### config.mk
export PLATFORM = sky130hd
export DESIGN_NAME = piso_serializer
export DESIGN_NICKNAME = d
export VERILOG_FILES = /design/src/rtl/serializer_pkg.sv /design/src/rtl/piso_serializer.sv
export SDC_FILE = /design/constraint.sdc
export NUM_CORES = 1
export LEC_CHECK = 0
export CAP_MARGIN = 20
export CORE_MARGIN = 2
export CORE_UTILIZATION = 40
export CTS_BUF_LIST = sky130_fd_sc_hd__clkbuf_8
export CTS_CLUSTER_SIZE = 10
export DETAILED_ROUTE_END_ITERATION = 8
export PLACE_DENSITY = 0.67
export SYNTH_ARGS = -nofsm -noshare
export SYNTH_HDL_FRONTEND = slang
export SYNTH_SLANG_ARGS = --single-unit
### constraint.sdc
create_clock -name clk -period 1.21 [get_ports clk]
set_clock_uncertainty 0.1 [all_clocks]
set_input_delay 0.1815 -clock clk [delete_from_list [all_inputs] [get_ports clk]]
set_output_delay 0.1815 -clock clk [all_outputs]
set_load 0.02 [all_outputs]
### src/rtl/serializer_pkg.sv
// serializer_pkg: shared FSM encoding and counter sizing for piso_serializer
package serializer_pkg;
    typedef enum logic [1:0] {
        IDLE  = 2'd0,
        SHIFT = 2'd1,
        GAP   = 2'd2
    } state_e;

    localparam int GCNT_W = 4;

    function automatic int cnt_w(input int width);
        return (width > 1) ? $clog2(width) : 1;
    endfunction
endpackage

### src/rtl/piso_serializer.sv
// piso_serializer: one-word buffered parallel-in/serial-out stage with frame marker
module piso_serializer
    import serializer_pkg::*;
#(
    parameter int WIDTH      = 4,
    parameter bit MSB_FIRST  = 1'b1,
    parameter int GAP_CYCLES = 0
) (
    input  logic             clk,
    input  logic             rst,
    input  logic [WIDTH-1:0] in_data,
    input  logic             in_valid,
    output logic             in_ready,
    output logic             dout,
    output logic             dout_valid,
    output logic             frame_start,
    output logic             busy
);
    localparam int CW = cnt_w(WIDTH);
    localparam logic [CW-1:0] LAST = CW'(WIDTH - 1);
    localparam logic [GCNT_W-1:0] GAP_LOAD = GCNT_W'(GAP_CYCLES - 1);

    state_e             state_q, state_d;
    logic [WIDTH-1:0]   hold_q, hold_d;
    logic               hold_full_q, hold_full_d;
    logic [WIDTH-1:0]   sreg_q, sreg_d;
    logic [CW-1:0]      cnt_q, cnt_d;
    logic [GCNT_W-1:0]  gcnt_q, gcnt_d;
    logic               accept, load, ser_bit;
    logic [WIDTH-1:0]   sreg_shifted;

    assign accept       = in_valid && !hold_full_q;
    assign ser_bit      = MSB_FIRST ? sreg_q[WIDTH-1] : sreg_q[0];
    assign sreg_shifted = MSB_FIRST ? {sreg_q[WIDTH-2:0], 1'b0} : {1'b0, sreg_q[WIDTH-1:1]};

    always_comb begin
        state_d = state_q;
        sreg_d  = sreg_q;
        cnt_d   = cnt_q;
        gcnt_d  = gcnt_q;
        load    = 1'b0;
        case (state_q)
            IDLE:  load = hold_full_q;
            SHIFT: begin
                if (cnt_q != LAST) begin
                    sreg_d = sreg_shifted;
                    cnt_d  = cnt_q + 1'b1;
                end else if (GAP_CYCLES > 0) begin
                    state_d = GAP;
                    gcnt_d  = GAP_LOAD;
                end else if (hold_full_q) begin
                    load = 1'b1;
                end else begin
                    state_d = IDLE;
                end
            end
            GAP: begin
                if (gcnt_q != '0) begin
                    gcnt_d = gcnt_q - 1'b1;
                end else if (hold_full_q) begin
                    load = 1'b1;
                end else begin
                    state_d = IDLE;
                end
            end
            default: state_d = IDLE;
        endcase
        // a load can only happen with the buffer full, so it never races an accept
        if (load) begin
            state_d = SHIFT;
            sreg_d  = hold_q;
            cnt_d   = '0;
        end
        hold_d      = accept ? in_data : hold_q;
        hold_full_d = load ? 1'b0 : (accept ? 1'b1 : hold_full_q);
    end

    always_ff @(posedge clk or negedge rst) begin
        if (!rst) begin
            state_q     <= IDLE;
            hold_q      <= '0;
            hold_full_q <= 1'b0;
            sreg_q      <= '0;
            cnt_q       <= '0;
            gcnt_q      <= '0;
        end else begin
            state_q     <= state_d;
            hold_q      <= hold_d;
            hold_full_q <= hold_full_d;
            sreg_q      <= sreg_d;
            cnt_q       <= cnt_d;
            gcnt_q      <= gcnt_d;
        end
    end

    assign in_ready    = !hold_full_q;
    assign dout_valid  = (state_q == SHIFT);
    assign dout        = dout_valid && ser_bit;
    assign frame_start = dout_valid && (cnt_q == '0);
    assign busy        = (state_q != IDLE) || hold_full_q;
endmodule

# Word-level counts from Yosys, hierarchy flattened
# Cells that the tools add are included.
# word_totals
reg_bits	17
latchBits	0
ramBits	0
rom_bits	0
input_bits	7
output_inout_bits	5
word_cells	46
mem_count	0
# classes
add_sub_neg	2
multipliers	0
div	0
n_lt_le_gt_ge	0
eq_ne	6
shift	0
n_mux	17
n_bitwise	0
n_reduce_logical	15
# ops
op	count
$mux W2	7
$mux W4	3
$reduce_bool A2 Y1	4
$ne A3 B3 Y1 const B	2
$pmux W2 S3	1
$mux W1	5
$logic_not A2 Y1	2
$ne A2 B2 Y1 const B	2
$reduce_and A2 Y1	2
$reduce_bool A4 Y1	1
$sub A4 B1 Y4 const B	1
$logic_and A1 B1 Y1	3
$pmux W1 S3	1
$reduce_and A3 Y1	1
$add A2 B1 Y2 const B	1
$eq A2 B1 Y1 const B	1
$eq A2 B2 Y1 const B	1
$logic_not A1 Y1	1
$logic_or A1 B1 Y1	1

# Logic depth before layout (Yosys ltp)
# logic_depth
depth_word	5
depth_mapped	5
mapped_depth_nobuf	4

# Worst setup path before layout
# OpenSTA, ideal clock, no wires.
# synth_timing
path_kind	reg2reg
start	register hold_full_q
end	register hold_q[0]
setup_time_ps	125
arrival_ps	971
path_slack_ps	14
path_stages_with_launch	4
path_buffers	1
period_less_slack_ps	1196
cell_sequence	dfrtp_1 > buf_6 > nor2b_4 > mux2_2
# synth_via
elab_chain_cells	2
# synth_lines
element	line_no	source
start: declaration	piso_serializer.sv:25	logic hold_full_q, hold_full_d;
start signal: assignment	piso_serializer.sv:89	hold_full_q <= hold_full_d;
$logic_not A1 Y1	piso_serializer.sv:32	assign accept = in_valid && !hold_full_q;
$logic_and A1 B1 Y1	piso_serializer.sv:32	
end signal: assignment	piso_serializer.sv:88	hold_q <= hold_d;
end: declaration	piso_serializer.sv:24	logic [WIDTH-1:0] hold_q, hold_d;
# No other way between the ends.
# A chain may end at the register's enable or synchronous reset.

# Final worst setup path
# layout_timing
start	register cnt_q[1]
end	output frame_start
# layout_via
elab_chain_cells	2
# layout_lines
element	line_no	source
start: declaration	piso_serializer.sv:27	logic [CW-1:0] cnt_q, cnt_d;
start signal: assignment	piso_serializer.sv:91	cnt_q <= cnt_d;
$logic_not A2 Y1	piso_serializer.sv:99	assign frame_start = dout_valid && (cnt_q == '0);
$logic_and A1 B1 Y1	piso_serializer.sv:99	
end: declaration	piso_serializer.sv:16	output logic frame_start,
# No other way between the ends.

==> reports/results.txt <==
Placer Congestion - 0.725
DR WL/cell - 11.8 um
Die area - 1700 sq um
Top layer in use - met4
Non-Filler Instances - 84
Sequential cell area fraction in the yosys report - 54.2%
Vias post-DR - 393
Main synth FF type - dfrtp_1
Cells after DPL - 77
Crit-path slowest cell - dfrtp_1
Maximum vdd ir drop - 1.51 mV
Skew-Pair Late Insertion Delay - 0.24 ns
Failing checks - negative setup slack
Share of cells above drive strength 1 - 47.8%
Drt pass-1 iters - 4
CTS sink cnt - 12
Static Leakage - 0.000415 uW
Post-synthesis instance total - 45
Hold buffer count at cts - 0
Placed Area - 721 sq um
IO Pins - 12
Buffer and inverter count on the worst path - 2
Max-cap violations - 0
Yosys reg bits - 12
PortBufs - 11
Status - finished, violations left
Initial antenna violation count - 0
GRT overflow - 0
Final Hold Vio Count - 0
Fin. max-slew vios - 0
Synth cell count leaders - dfrtp_1, nand2_1, mux2_2, mux2i_1
Routed Antenna Nets - 0
Via density - 4.68
Synthesized Nets - 54
Ant diodes - 0
Synth warn - 0
CTS Root Cell - clkbuf_8
Number of global-route vias before repair - 367
Worst Path Required - 0.93 ns
Crit-path cells - inv_2 -> ha_4 -> and2_4 -> buf_6
Final setup violation count - 13
Fraction of the cycle the final worst path needs - 111%
Synth unique cells - 16
DR iter-0 viols - 8
Area delta synth->final - 53.5%
CP peak stage delay - 0.38 ns
Slew HR - 85.9%
Largest net degree at the start of global routing - 13
Nets - 80
Synth top area cells - dfrtp_1, mux2_2, mux2i_1
# DRC - 0
EDFF count, synth - 0
Mean post-synth cell area - 12.3 sq um
Die width - 41.2 um
Power per cell area - 2940 nW/um^2
PnR worst setup slack - -0.139 ns
Async S/R FF share, synth - 100%
HP Class - in2async
RSZ-0062 raised after global routing - yes
Crit Path Max Fanout - 2
Cell Area, Synth - 554 sq um
WS Path Type - reg2out
Metal3 WL - 58 um
# rows - 13
Top-count cell post-synth - dfrtp_1
CTS tree - done
Critical path endpoint category - output port
Top cell type's share of synthesized area - 54.2%
Overall Global Routing Usage - 16.7%
Chip Height - 41.2 um
Clk pin slew, worst setup/hold paths - 0.05 ns
First-pass GRT wire length - 1660 um
Slew @ Worst Pin - 0.211 ns
Final instance area - 851 sq um
Bufs on Longest Clock Path - 2
Initial Util - 42.6%
Met2 wire len - 519 um
CP Launch Type - flip-flop
Fillers - 111
Max Clock Freq - 742 MHz
H-tree depth - 1
Biggest area consumer among synthesized cells - dfrtp_1
Cts bufs inserted - 3
Final WL - 987 um
WL met1 - 369 um
Power consumption - 2500 uW
Hold WS - 0.136 ns
Crit path arrival time - 1.07 ns
CP delay by family, top - flip-flops
Tmin final - 1.35 ns
Core area - 1300 sq um
## cell families after synthesis
group / after synthesis / synth area share, %
and+or+nand+nor: 12 / 13.5
DFF: 12 / 54.2
muxes: 8 / 15.3
AOI/OAI and AO/OA: 6 / 6.32
buffers and inverters: 5 / 6.09
adders and majority gates: 2 / 4.51
## metrics by stage
stage                     setup slack [ns]  util (%)  TNS (ns)
after floorplan                     0.0141         -         0
after global placement              -0.339      55.4     -1.90
after detailed placement            -0.340      55.4     -1.96
after CTS                           -0.132      63.8    -0.502
after global routing                -0.195      65.4     -1.35
final                               -0.139      65.4    -0.621
## power by group
part	internal, uW	switching, uW
Combinational	845	599
Clock	218	135
Sequential	594	106
Total	1660	839
## path summary, 6_finish.rpt
path	startpoint	end	slack [ns]	depth (start not counted)
setup / recovery	cnt_q[1]$_DFFE_PN0P_	frame_start	-0.14	4
hold / removal	rst	hold_q[0]$_DFFE_PN0P_	0.14	2
setup reg to reg	cnt_q[0]$_DFFE_PN0P_	cnt_q[1]$_DFFE_PN0P_	-0.05	6
hold reg to reg	sreg_q[0]$_DFFE_PN0P_	sreg_q[1]$_DFFE_PN0P_	0.38	2
max in group asynchronous	rst	state_q[0]$_DFFE_PN0P_	0.72	2
min in group clk	sreg_q[0]$_DFFE_PN0P_	sreg_q[1]$_DFFE_PN0P_	0.38	2
## what timing repair did
item                       CTS  global route
hold endpoints to repair     0             0
setup buffers                4             0
cloned                       0             0
setup endpoints to repair    9            16
pin swaps                    2             2
gates resized for setup     41             7
## area by class of cell
type                            count  area (sq um)  area share, %
Sequential cell                    12           300           35.3
Timing Repair Buffer               23           214           25.1
Multi-Input combinational cell     28           265           31.2
Tap cell                           15          18.8           2.21
Clock buffer                        3          41.3           4.85
Inverter                            3          11.3           1.32
## layout by cell type, fill, tap and decap left out, drive strengths merged
cell type      instances
ha                     2
a21o                   1
buf                   17
or2                    2
and2                   2
nor2                   1
clkdlybuf4s50          6
inv                    3
clkbuf                 3
o31ai                  1
mux2                   4
nand2                  5
dfrtp                 12
mux2i                  4
nor2b                  2
o21ai                  4
## state kept, by name, indices dropped and copies added, names as in the netlist
signal	cells
hold_q	4
state_q	1
hold_full_q	1
cnt_q	2
sreg_q	4
## layer usage
| metal | up-vias | track usage [%] |
|---|---|---|
| li1 | 199 | - |
| met1 | 176 | 20.7 |
| met2 | 13 | 24.2 |
| met3 | 5 | 3.26 |
| met4 | 0 | 14.5 |
| met5 | - | 0 |
Note: power is estimated with default switching activity, not from simulation.
